**config.mk**
```make
export PLATFORM = sky130hd
export DESIGN_NAME = jogador_automatico_flat
export DESIGN_NICKNAME = d
export VERILOG_FILES = /design/src/rtl/jogador_pkg.sv /design/src/rtl/jogador_automatico_if.sv /design/src/rtl/jogador_automatico_contador_fase.sv /design/src/rtl/jogador_automatico.sv /design/src/flat_wrapper.sv
export SDC_FILE = /design/constraint.sdc
export NUM_CORES = 1
export LEC_CHECK = 0
export CAP_MARGIN = 30
export CORE_ASPECT_RATIO = 1.75
export CORE_MARGIN = 2
export CORE_UTILIZATION = 54
export DETAILED_ROUTE_END_ITERATION = 8
export PLACE_DENSITY = 0.79
export SETUP_SLACK_MARGIN = 0.1
export SLEW_MARGIN = 40
export SYNTH_ARGS = -nofsm -noshare
export SYNTH_HDL_FRONTEND = slang
export SYNTH_SLANG_ARGS = --single-unit
```
**constraint.sdc**
```tcl
create_clock -name clock -period 2.5 [get_ports clock]
set_input_delay 0.75 -clock clock [delete_from_list [all_inputs] [get_ports clock]]
set_output_delay 0.75 -clock clock [all_outputs]
set_load 0.1 [all_outputs]
```
**src/rtl/jogador_pkg.sv**
```systemverilog
// Shared types, constants and helpers for the automatic player.
// The optional wrong-play feature is enabled with the JOGADOR_ERRO_EN macro.
package jogador_pkg;

  localparam int IDX_W = 4;
  localparam int CNT_W = 16;

  typedef enum logic [2:0] {
    IDLE,
    INICIA,
    ESPERA_INI,
    JOGA,
    SOLTA,
    AVALIA,
    FIM
  } estado_t;

  // One-hot play for index i: 0001 rotated left by (i mod 4).
  function automatic logic [3:0] seq(input logic [1:0] i);
    return 4'b0001 << i;
  endfunction

  function automatic logic [3:0] rotl1(input logic [3:0] v);
    return {v[2:0], v[3]};
  endfunction

  // Phase length n becomes a load value of n-1, so the expired cycle is the last one.
  function automatic logic [CNT_W-1:0] fase_len(input int n);
    return (n <= 1) ? {CNT_W{1'b0}} : CNT_W'(n - 1);
  endfunction

endpackage

```
**src/rtl/jogador_automatico_if.sv**
```systemverilog
// Control and game-side signals of the automatic player, grouped as one bundle.
// master = the player, slave = whoever drives start and the game flags.
interface jogador_automatico_if;
  import jogador_pkg::*;

  logic             start;
  logic             pronto;
  logic             acertou;
  logic             errou;
  logic             iniciar;
  logic [3:0]       chaves;
  logic             busy;
  logic             done;
  logic             resultado_ok;
  logic [IDX_W-1:0] jogada_idx;

  modport master (
    input  start, pronto, acertou, errou,
    output iniciar, chaves, busy, done, resultado_ok, jogada_idx
  );

  modport slave (
    output start, pronto, acertou, errou,
    input  iniciar, chaves, busy, done, resultado_ok, jogada_idx
  );

endinterface

```
**src/rtl/jogador_automatico_contador_fase.sv**
```systemverilog
// Down-counting phase timer: load sets the phase length, expirado flags its last cycle.
module contador_fase
  import jogador_pkg::*;
(
  input  logic             clock,
  input  logic             reset,
  input  logic             load,
  input  logic [CNT_W-1:0] load_val,
  input  logic             en,
  output logic             expirado
);

  logic [CNT_W-1:0] cnt_q;
  logic [CNT_W-1:0] cnt_d;

  always_comb begin
    cnt_d = cnt_q;
    if (load) begin
      cnt_d = load_val;
    end else if (en && (cnt_q != '0)) begin
      cnt_d = cnt_q - CNT_W'(1);
    end
  end

  always_ff @(posedge clock) begin
    if (reset) begin
      cnt_q <= '0;
    end else begin
      cnt_q <= cnt_d;
    end
  end

  assign expirado = (cnt_q == '0);

endmodule

```
**src/rtl/jogador_automatico.sv**
```systemverilog
// Automatic player: starts a game, drives a fixed one-hot play sequence and reports the result.
// Define JOGADOR_ERRO_EN to inject one deliberately wrong, shortened play at ERRO_IDX.
module jogador_automatico
  import jogador_pkg::*;
#(
  parameter int INIT_CYCLES = 5,
  parameter int HOLD_CYCLES = 10,
  parameter int GAP_CYCLES  = 10,
  parameter int NUM_JOGADAS = 16
`ifdef JOGADOR_ERRO_EN
  ,
  parameter int ERRO_IDX    = 3
`endif
) (
  input  logic                clock,
  input  logic                reset,
  jogador_automatico_if.master bus
);

  localparam logic [IDX_W-1:0] ULTIMA_IDX = IDX_W'(NUM_JOGADAS - 1);

  estado_t          state_q, state_d;
  logic             iniciar_q, iniciar_d;
  logic [3:0]       chaves_q, chaves_d;
  logic             busy_q, busy_d;
  logic             done_q, done_d;
  logic             resultado_ok_q, resultado_ok_d;
  logic [IDX_W-1:0] jogada_idx_q, jogada_idx_d;

  logic [IDX_W-1:0] idx_play;
  logic [3:0]       play_valor;
  logic [CNT_W-1:0] play_len;
  logic [CNT_W-1:0] fase_load_val;
  logic             fase_load;
  logic             fase_en;
  logic             fase_expirada;

  // From AVALIA the next play is the one after the current index.
  assign idx_play = (state_q == AVALIA) ? (jogada_idx_q + IDX_W'(1)) : jogada_idx_q;

`ifdef JOGADOR_ERRO_EN
  logic erro_play;
  assign erro_play  = (idx_play == IDX_W'(ERRO_IDX));
  assign play_valor = erro_play ? rotl1(seq(idx_play[1:0])) : seq(idx_play[1:0]);
  assign play_len   = erro_play ? fase_len(HOLD_CYCLES / 2) : fase_len(HOLD_CYCLES);
`else
  assign play_valor = seq(idx_play[1:0]);
  assign play_len   = fase_len(HOLD_CYCLES);
`endif

  always_comb begin
    state_d        = state_q;
    iniciar_d      = 1'b0;
    chaves_d       = 4'b0000;
    busy_d         = 1'b1;
    done_d         = 1'b0;
    resultado_ok_d = resultado_ok_q;
    jogada_idx_d   = jogada_idx_q;
    fase_load_val  = '0;

    case (state_q)
      IDLE: begin
        busy_d = 1'b0;
        if (bus.start) begin
          state_d        = INICIA;
          busy_d         = 1'b1;
          iniciar_d      = 1'b1;
          jogada_idx_d   = '0;
          resultado_ok_d = 1'b0;
          fase_load_val  = fase_len(INIT_CYCLES);
        end
      end

      INICIA: begin
        if (fase_expirada) begin
          state_d       = ESPERA_INI;
          fase_load_val = fase_len(GAP_CYCLES);
        end else begin
          iniciar_d = 1'b1;
        end
      end

      ESPERA_INI: begin
        if (fase_expirada) begin
          state_d       = JOGA;
          chaves_d      = play_valor;
          fase_load_val = play_len;
        end
      end

      JOGA: begin
        if (fase_expirada) begin
          state_d       = SOLTA;
          fase_load_val = fase_len(GAP_CYCLES);
        end else begin
          chaves_d = play_valor;
        end
      end

      SOLTA: begin
        if (fase_expirada) begin
          state_d = AVALIA;
        end
      end

      // Game flags are only looked at here, never mid-phase.
      AVALIA: begin
        if (bus.errou) begin
          state_d        = FIM;
          done_d         = 1'b1;
          resultado_ok_d = 1'b0;
        end else if (bus.pronto && bus.acertou) begin
          state_d        = FIM;
          done_d         = 1'b1;
          resultado_ok_d = 1'b1;
        end else if (jogada_idx_q == ULTIMA_IDX) begin
          state_d        = FIM;
          done_d         = 1'b1;
          resultado_ok_d = 1'b0;
        end else begin
          state_d       = JOGA;
          jogada_idx_d  = idx_play;
          chaves_d      = play_valor;
          fase_load_val = play_len;
        end
      end

      FIM: begin
        state_d = IDLE;
        busy_d  = 1'b0;
      end

      default: begin
        state_d = IDLE;
        busy_d  = 1'b0;
      end
    endcase
  end

  always_ff @(posedge clock) begin
    if (reset) begin
      state_q        <= IDLE;
      iniciar_q      <= 1'b0;
      chaves_q       <= 4'b0000;
      busy_q         <= 1'b0;
      done_q         <= 1'b0;
      resultado_ok_q <= 1'b0;
      jogada_idx_q   <= '0;
    end else begin
      state_q        <= state_d;
      iniciar_q      <= iniciar_d;
      chaves_q       <= chaves_d;
      busy_q         <= busy_d;
      done_q         <= done_d;
      resultado_ok_q <= resultado_ok_d;
      jogada_idx_q   <= jogada_idx_d;
    end
  end

  // Every state change reloads the timer, so each phase starts from a fresh count.
  assign fase_load = (state_d != state_q);
  assign fase_en   = (state_q != IDLE);

  contador_fase u_contador_fase (
    .clock    (clock),
    .reset    (reset),
    .load     (fase_load),
    .load_val (fase_load_val),
    .en       (fase_en),
    .expirado (fase_expirada)
  );

  assign bus.iniciar      = iniciar_q;
  assign bus.chaves       = chaves_q;
  assign bus.busy         = busy_q;
  assign bus.done         = done_q;
  assign bus.resultado_ok = resultado_ok_q;
  assign bus.jogada_idx   = jogada_idx_q;

endmodule

```
**src/flat_wrapper.sv**
```systemverilog
// flat-port wrapper written by rule: the top's interface ports become plain ports
module jogador_automatico_flat import jogador_pkg::*;
#(
  parameter int INIT_CYCLES = 5,
  parameter int HOLD_CYCLES = 10,
  parameter int GAP_CYCLES  = 10,
  parameter int NUM_JOGADAS = 16

)
  (clock, reset, bus_start, bus_pronto, bus_acertou, bus_errou, bus_iniciar, bus_chaves, bus_busy, bus_done, bus_resultado_ok, bus_jogada_idx);
  jogador_automatico_if bus_i ();
  input  logic clock;
  input  logic reset;
  input wire logic [$bits(bus_i.start)-1:0] bus_start;
  input wire logic [$bits(bus_i.pronto)-1:0] bus_pronto;
  input wire logic [$bits(bus_i.acertou)-1:0] bus_acertou;
  input wire logic [$bits(bus_i.errou)-1:0] bus_errou;
  output wire logic [$bits(bus_i.iniciar)-1:0] bus_iniciar;
  output wire logic [$bits(bus_i.chaves)-1:0] bus_chaves;
  output wire logic [$bits(bus_i.busy)-1:0] bus_busy;
  output wire logic [$bits(bus_i.done)-1:0] bus_done;
  output wire logic [$bits(bus_i.resultado_ok)-1:0] bus_resultado_ok;
  output wire logic [$bits(bus_i.jogada_idx)-1:0] bus_jogada_idx;
  assign bus_i.start = bus_start;
  assign bus_i.pronto = bus_pronto;
  assign bus_i.acertou = bus_acertou;
  assign bus_i.errou = bus_errou;
  assign bus_iniciar = bus_i.iniciar;
  assign bus_chaves = bus_i.chaves;
  assign bus_busy = bus_i.busy;
  assign bus_done = bus_i.done;
  assign bus_resultado_ok = bus_i.resultado_ok;
  assign bus_jogada_idx = bus_i.jogada_idx;
  jogador_automatico #(.INIT_CYCLES(INIT_CYCLES), .HOLD_CYCLES(HOLD_CYCLES), .GAP_CYCLES(GAP_CYCLES), .NUM_JOGADAS(NUM_JOGADAS)) u_core (.clock(clock), .reset(reset), .bus(bus_i));
endmodule
```
**Word-level counts from Yosys, hierarchy flattened**

Index checks and enable logic that the tools add are counted.
W data, S select, Z words.

- Add/sub/neg operators: 2
- Equal/unequal tests: 12
- Shift operators: 1
- Multiplexer cells: 41
- Bitwise gates (word level): 1
- Reductions and logical operators: 13

Operators by type and width:

| operator | count |
|---|---|
| $mux W16 | 4 |
| $mux W4 | 12 |
| $pmux W16 S3 | 1 |
| $mux W3 | 9 |
| $pmux W3 S6 | 1 |
| $logic_not A16 Y1 | 1 |
| $reduce_bool A16 Y1 | 1 |
| $sub A16 B1 Y16 const B | 1 |
| $pmux W4 S3 | 1 |
| $mux W1 | 9 |
| $ne A2 B2 Y1 const B | 4 |
| $pmux W4 S2 | 1 |
| $eq A3 B2 Y1 const B | 2 |
| $eq A3 B3 Y1 const B | 2 |
| $pmux W1 S2 | 3 |
| $reduce_and A5 Y1 | 1 |
| $reduce_or A5 Y1 | 1 |
| $add A4 B1 Y4 const B | 1 |
| $eq A4 B4 Y1 const B | 1 |
| $ne A4 B4 Y1 const B | 1 |
| $reduce_bool A2 Y1 | 2 |
| $shl A1 B2 Y4 const A | 1 |
| $eq A3 B1 Y1 const B | 1 |
| $logic_not A3 Y1 | 1 |
| other kinds (7) | 8 |

- Register bits: 31
- Bits of input ports: 6
- Output and inout bits: 12
- Logic and storage cells: 78

**Depth between registers and ports, before layout**

Gate-level depths: netlist of run 1.

- Depth in word-level cells: 7
- Depth in mapped cells: 9
- Mapped depth without buffers: 8

**By module**

Synthesis of run 1 repeated with hierarchy kept, for this count alone.

- Cell total of the unflattened synthesis: 210
- Area total of the unflattened synthesis: 1795.5 um^2

Modules (own cells, without submodules):

| module | instances | cells each | area an instance (um^2) | seq. area each (um^2) |
|---|---|---|---|---|
| contador_fase | 1 | 114 | 944.7 | 320.3 |
| jogador_automatico | 1 | 96 | 850.8 | 300.3 |

**Worst setup path before layout of run 1**

No wires, ideal clock.

- Path kind: reg2reg
- From: register u_core.jogada_idx_q[1] (netlist: u_core.bus.jogada_idx[1])
- To: register u_core.u_contador_fase.cnt_q[0]
- Library setup time: 0.115 ns
- Arrival: 2.086 ns
- Required time: 2.385 ns
- Slack: 0.299 ns
- Stages on the path, launching flop included: 7
- Buffers on the path: 0
- Clock period less this slack: 2.201 ns
- Cells stage by stage: dfxtp_1 > ha_1 > a31oi_1 > nand2_1 > o311a_2 > nor2_1 > o21a_1

- Longest elaborated chain between the ends: 7
- Elaborated cells between the ends (all ways): 12
- Classes of those cells: eq/ne (2); mux (9); reduce/logical (1)

RTL lines:

| element | line | source |
|---|---|---|
| start, declared | jogador_automatico.sv:28 | `logic [IDX_W-1:0] jogada_idx_q, jogada_idx_d;` |
| start signal, assigned | jogador_automatico.sv:156 | `jogada_idx_q <= jogada_idx_d;` |
| $eq A4 B4 Y1 (*) | jogador_automatico.sv:116 | `end else if (jogada_idx_q == ULTIMA_IDX) begin` |
| $mux W3 | jogador_automatico.sv:116 |  |
| $mux W3 | jogador_automatico.sv:112 | `end else if (bus.pronto && bus.acertou) begin` |
| $mux W3 | jogador_automatico.sv:108 | `if (bus.errou) begin` |
| $pmux W3 S6 | jogador_automatico.sv:61 | `case (state_q)` |
| $ne A3 B3 Y1 | jogador_automatico.sv:161 | `assign fase_load = (state_d != state_q);` |
| $mux W16 or $reduce_bool A2 Y1 (tied branches) | -- |  |
| end signal, assigned | jogador_automatico_contador_fase.sv:29 | `cnt_q <= cnt_d;` |
| end, declared | jogador_automatico_contador_fase.sv:13 | `logic [CNT_W-1:0] cnt_q;` |

Mark *: on every way between the ends. The rest lies on a longest branch, timed or not.
A chain may end at the register's enable or synchronous reset.

**Worst setup path in the final report of run 1**

- From: register u_core.u_contador_fase.cnt_q[0]
- To: register u_core.u_contador_fase.cnt_q[0]

- Longest elaborated chain between the ends: 5
- Elaborated cells between the ends (all ways): 15
- Classes of those cells: add/sub (1); eq/ne (1); mux (9); reduce/logical (4)

RTL lines:

| element |
|---|
| branches (longest 5 deep; another with $sub A16 B1 Y16) |

Parallel ways; which one is timed is not known. The select of a mux whose other input is x is not followed.

==> results.json, run 1 <==
{
  "hold_depth": 2,
  "ys_ff_latch": 31,
  "fillers": 257,
  "gr-usage-all-layers_pct": 24.46,
  "r2r_slack_ns": 0.27,
  "hold-path-endpoint": "u_core.bus.resultado_ok$_SDFFE_PP0P_",
  "syn-cell-area_um2": 1632,
  "yosys.area_share.simple_pct": 29.91,
  "synthToLayoutAreaGrowth_pct": 19.56,
  "drt-total-wl_mm": 3.884,
  "worstReg2RegEnd": "u_core.u_contador_fase.cnt_q[0]$_SDFFE_PP0P_",
  "core_um2": 2895,
  "cp.required_ns": 2.74,
  "r2r-start": "u_core.u_contador_fase.cnt_q[0]$_SDFFE_PP0P_",
  "leakage_uw": 0.0007575,
  "synth_top_family_by_area": "simple AND/OR/NAND/NOR gates",
  "irDropWorstVdd_v": 0.001160,
  "fin_crit_ns": 2.226,
  "fin_nets": 231,
  "via_per_inst": 6.255,
  "grt_antenna_before_repair": 0,
  "initial_utilization_pct": 56.35,
  "post-route-period-util_pct": 89.03,
  "die_w_um": 45.55,
  "synth_mux_area_share_pct": 0.6135,
  "synth_edf_count": 0,
  "slew_headroom_pct": 70.75,
  "ctsLongestPathBuffers": 2,
  "clock_sinks": 31,
  "drive_above_1_share_pct": 18.39,
  "cts_setup_buffers": 0,
  "insertedDiodeCount": 0,
  "yosysSeqAreaShare_pct": 38.04,
  "synthXorXnorAreaFrac_pct": 8.052,
  "cp_max_fo": 5,
  "postRouteAntennaNets": 0,
  "place_congestion": 0.8035,
  "synth-adder-area-share_pct": 2.914,
  "layout_common_cells": "32 x nor2_1, 31 x dfxtp_1, 21 x buf_4",
  "outcome": "finished clean",
  "finalSetupViolCount": 0,
  "critical_path_arrival_ns": 2.46,
  "tightestPinTransition_ns": 0.4353,
  "regArea_um2": 620.6,
  "dieArea_um2": 3494,
  "syn-num-nets": 205,
  "syn_inst": 196,
  "hold_viol_final": 0,
  "die_h_um": 76.72,
  "io_buffers": 17,
  "cts-resized-gates": 0,
  "io_pins": 18,
  "rsz0062_at_grt": "no",
  "fmax_ghz": 0.4493,
  "cts_made_buffers": 5,
  "worst_slack_ns": 0.2743,
  "worstHoldStart": "u_core.bus.resultado_ok$_SDFFE_PP0P_",
  "synth_ff_type": "dfxtp_1",
  "grt_max_degree": 14,
  "cellPowerDensity_nw_per_um2": 1607,
  "gr-total-overflow": 0,
  "multi_input_area_um2": 943.4,
  "postCtsHoldBufs": 0,
  "mostFrequentLayoutCell": "nor2_1",
  "drt_first_iter_violations": 36,
  "clkLatencyLatePin_ns": 0.29,
  "ys_warn_count": 0,
  "hold_class": "flop to flop",
  "dp_hpwl_mm": 3.029,
  "num_rows": 26,
  "yosysUniqueCellTypes": 45,
  "crit_path_start_kind": "flop",
  "dr.pass1.iters": 5,
  "wl_per_cell_um": 15.47,
  "cts.htree.levels": 2,
  "max_cap_viol_count": 0,
  "root_buffer": "clkbuf_8",
  "crit_type": "flop to flop",
  "grt_pass1_wl_mm": 6.327,
  "synth_compound_area_share_pct": 16.33,
  "pre_cts_slack_ns": 0.2178,
  "drc_errors": 0,
  "tritoncts": "yes",
  "finClkSkew_ns": 0.004880,
  "final_max_slew_viol_count": 0,
  "grt_pass1_vias": 1503,
  "vias": 1570,
  "worst_r2r_path_depth": 9,
  "endpoint_kind": "flop",
  "syn_area_per_cell_um2": 8.324,
  "clk_pin_slew_ns": 0.07,
  "setup_tns_ns": 0,
  "synthArstFlopShare_pct": 0
}
## state kept, by name, indices dropped and copies added (netlist names)
register / count
u_core.bus.iniciar: 1
u_core.bus.chaves: 4
u_core.bus.jogada_idx: 4
u_core.bus.resultado_ok: 1
u_core.u_contador_fase.cnt_q: 16
u_core.bus.done: 1
u_core.state_q: 3
u_core.bus.busy: 1
## worst max-delay path, cell delays in order (launching register included)
cell      delay (ns)
dfxtp_1         0.36
inv_1           0.08
ha_1            0.21
or3b_2          0.53
nor4_4          0.29
buf_4           0.20
o211ai_1        0.11
o311a_2         0.15
o22ai_1         0.11
o21a_1          0.13
## cell usage after synthesis, types with 2 or more instances
cell	number	share of area, %
nor2_1	32	7.4
dfxtp_1	31	38
nand2_1	18	4.1
nor3_1	12	3.7
a21oi_1	9	2.8
xnor2_1	9	4.8
nor4_1	8	3.1
inv_1	7	1.6
o21ai_0	6	1.8
xor2_1	6	3.2
clkbuf_1	5	1.2
nand4_1	4	1.5
nor3b_1	4	1.8
ha_1	3	2.3
nand3_1	3	0.92
o211ai_1	3	1.4
or4_4	3	2.1
a211oi_1	2	0.92
a21o_1	2	0.92
buf_6	2	1.4
o21a_1	2	0.92
o22a_1	2	1.1
## cell families after synthesis
group           Yosys count
flops                    31
xor+xnor                 15
fa+ha+maj                 4
mux                       1
simple gates             93
buf+inv                  14
compound gates           38
## through the flow
| stage | util (%) | total power, uW | area [um2] | hold slack (ns) | cells |
|---|---|---|---|---|---|
| after floorplan | - | 2183 | 1632 | 0.5032 | 196 |
| after global placement | 63.31 | 2529 | 1833 | 0.4792 | 243 |
| after detailed placement | 63.31 | 2617 | 1833 | 0.4920 | 243 |
| after CTS | 67.37 | 3133 | 1951 | 0.5009 | 251 |
| after global routing | 67.37 | 3344 | 1951 | 0.5373 | 251 |
| final | 67.37 | 3135 | 1951 | 0.4985 | 251 |
## how the worst max path moves through the flow
stage | from | endpoint | slack, ns
after floorplan | u_core.bus.jogada_idx[1]$_SDFFE_PP0P_ | u_core.u_contador_fase.cnt_q[0]$_SDFFE_PP0P_ | 0.30
after CTS | u_core.u_contador_fase.cnt_q[0]$_SDFFE_PP0P_ | u_core.u_contador_fase.cnt_q[3]$_SDFFE_PP0P_ | 0.28
after global routing | u_core.u_contador_fase.cnt_q[0]$_SDFFE_PP0P_ | u_core.u_contador_fase.cnt_q[3]$_SDFFE_PP0P_ | 0.16
after global placement | bus_pronto | u_core.u_contador_fase.cnt_q[3]$_SDFFE_PP0P_ | 0.31
final | u_core.u_contador_fase.cnt_q[0]$_SDFFE_PP0P_ | u_core.u_contador_fase.cnt_q[0]$_SDFFE_PP0P_ | 0.27
after detailed placement | bus_pronto | u_core.u_contador_fase.cnt_q[3]$_SDFFE_PP0P_ | 0.22
## power by group
group          switching, uW  internal, uW  total, uW
combinational           1060           795       1850
clock                    184           322        506
sequential               166           610        776
## area by class of cell
type,instances,share of cell area (%)
multi-input combinational,151,48.36
sequential,31,31.82
timing repair buffer,26,10.65
clock buffer,6,4.233
clock inverter,2,1.796
tap,28,1.796
inverter,7,1.347
## layer usage
layer / part of all wire (%) / GRT usage (%) / routed length [um]
met5: 0 / 0 / 0
met3: 4.6 / 5.412 / 178
met2: 56 / 43.80 / 2166
met4: 5.1 / 15.88 / 199
met1: 34 / 22.40 / 1339
(Power assumes the default switching activity.)
==> run 2: changes to the inputs <==
--- a/config.mk
+++ b/config.mk
@@ -7,7 +7,6 @@
 export LEC_CHECK = 0
 export CAP_MARGIN = 30
 export CORE_ASPECT_RATIO = 1.75
-export CORE_MARGIN = 2
 export CORE_UTILIZATION = 54
 export DETAILED_ROUTE_END_ITERATION = 8
 export PLACE_DENSITY = 0.79
==> results.json, run 2 (synthesized netlist as in run 1, its figures left out) <==
{
  "outcome": "finished, violations left",
  "violations": "design-rule violations",
  "largest_reg_flops": 16,
  "drive_above_1_share_pct": 19.11,
  "holdWs_ns": 0.4860,
  "place_congestion": 0.9003,
  "pre_cts_slack_ns": 0.2589,
  "worst_slack_ns": 0.2430,
  "rsz0062_at_grt": "no",
  "cp.required_ns": 2.72,
  "post-route-period-util_pct": 90.28,
  "cp_max_fo": 7,
  "finalSetupViolCount": 0,
  "crit_type": "flop to flop",
  "gr-total-overflow": 0,
  "fin_nets": 233,
  "drc_errors": 6,
  "critical_path_arrival_ns": 2.48,
  "endpoint_kind": "flop",
  "clk_pin_slew_ns": 0.07,
  "dp_hpwl_mm": 2.956,
  "leakage_uw": 0.0007669,
  "tightestPinTransition_ns": 0.4480,
  "hold_class": "flop to flop",
  "irDropWorstVdd_v": 0.001058,
  "synthToLayoutAreaGrowth_pct": 20.48,
  "place_inst": 242,
  "clkLatencyLatePin_ns": 0.29,
  "die_w_um": 43.55,
  "crit_path_start_kind": "flop",
  "tritoncts": "yes",
  "finClkSkew_ns": 0.01028,
  "die_h_um": 74.72,
  "gr-usage-all-layers_pct": 27.09,
  "max_cap_viol_count": 0,
  "root_buffer": "clkbuf_8",
  "slew_headroom_pct": 69.86,
  "cts.htree.levels": 2,
  "cellPowerDensity_nw_per_um2": 1649,
  "insertedDiodeCount": 0,
  "io_buffers": 17,
  "cts-resized-gates": 0,
  "wl_per_cell_um": 16.05,
  "initial_utilization_pct": 56.35,
  "core_um2": 2895,
  "dr.pass1.iters": 6,
  "postRouteAntennaNets": 0,
  "ctsLongestPathBuffers": 2,
  "layout_common_cells": "32 x nor2_1, 31 x dfxtp_1, 23 x buf_4",
  "top_register": "u_core.u_contador_fase.cnt_q",
  "num_rows": 26,
  "drt-total-wl_mm": 4.060,
  "setup_tns_ns": 0,
  "fillers": 246,
  "drt_first_iter_violations": 73,
  "multi_input_area_um2": 943.4,
  "io_pins": 18,
  "final_cells": 253,
  "grt_antenna_before_repair": 0,
  "grt_pass1_vias": 1563,
  "dieArea_um2": 3254,
  "postCtsHoldBufs": 0,
  "cts_made_buffers": 5,
  "final_max_slew_viol_count": 0,
  "via_per_inst": 6.296,
  "grt_pass1_wl_mm": 6.589,
  "grt_max_degree": 15,
  "mostFrequentLayoutCell": "nor2_1",
  "vias": 1593,
  "clock_sinks": 31,
  "regArea_um2": 620.6,
  "fmax_ghz": 0.4431,
  "fin_crit_ns": 2.257,
  "hold_viol_final": 0
}
==> run 2: where the power goes <==
group,switching [uW],total (uW),leakage [uW],internal [uW]
Combinational,1090,1950,0.000454,854
Sequential,172,782,0.000252,610
Clock,192,514,0.0000612,322
==> run 2: metrics by stage <==
step	power [uW]	instance area (um2)	utilization, %
5_1_grt	3460	1966	67.89
4_1_cts	3066	1943	67.11
6_report	3242	1966	67.89
2_1_floorplan	2183	1632	-
3_5_place_dp	2541	1826	63.05
3_3_place_gp	2461	1826	63.05
==> run 2: final timing paths <==
check | start | end | slack [ns] | cells after the start
max | u_core.u_contador_fase.cnt_q[0]$_SDFFE_PP0P_ | u_core.u_contador_fase.cnt_q[3]$_SDFFE_PP0P_ | 0.24 | 7
min | u_core.bus.resultado_ok$_SDFFE_PP0P_ | u_core.bus.resultado_ok$_SDFFE_PP0P_ | 0.49 | 2
max reg2reg | u_core.u_contador_fase.cnt_q[0]$_SDFFE_PP0P_ | u_core.u_contador_fase.cnt_q[3]$_SDFFE_PP0P_ | 0.24 | 7
min reg2reg | u_core.bus.resultado_ok$_SDFFE_PP0P_ | u_core.bus.resultado_ok$_SDFFE_PP0P_ | 0.49 | 2
==> run 2: repair_timing <==
item	CTS	global route
hold endpoints to repair	0	0
setup endpoints to repair	0	9
buffers inserted	0	3
==> run 2: critical path, cell delays in order, from the launching register on <==
cell and delay, ns:
dfxtp_1 0.36, inv_1 0.07, ha_1 0.19, or3b_2 0.52, nor4_4 0.35, nor3_1 0.14
o311a_1 0.41, nor3_2 0.15
==> run 2: layout make-up <==
cell class	count	area share, %
clock buffers	6	4.201
clock inverters	2	1.782
inverters	7	1.337
multi-input cells	151	47.99
flip-flops and latches	31	31.57
well taps	28	1.782
repair buffers	28	11.33
==> run 2: layer usage <==
layer / wire length [um] / vias up / track usage [%]
li1: - / 758 / -
met1: 1460 / 748 / 24.33
met2: 2261 / 70 / 50.25
met3: 194 / 17 / 6.475
met4: 143 / 0 / 20.49
met5: 0 / - / 0
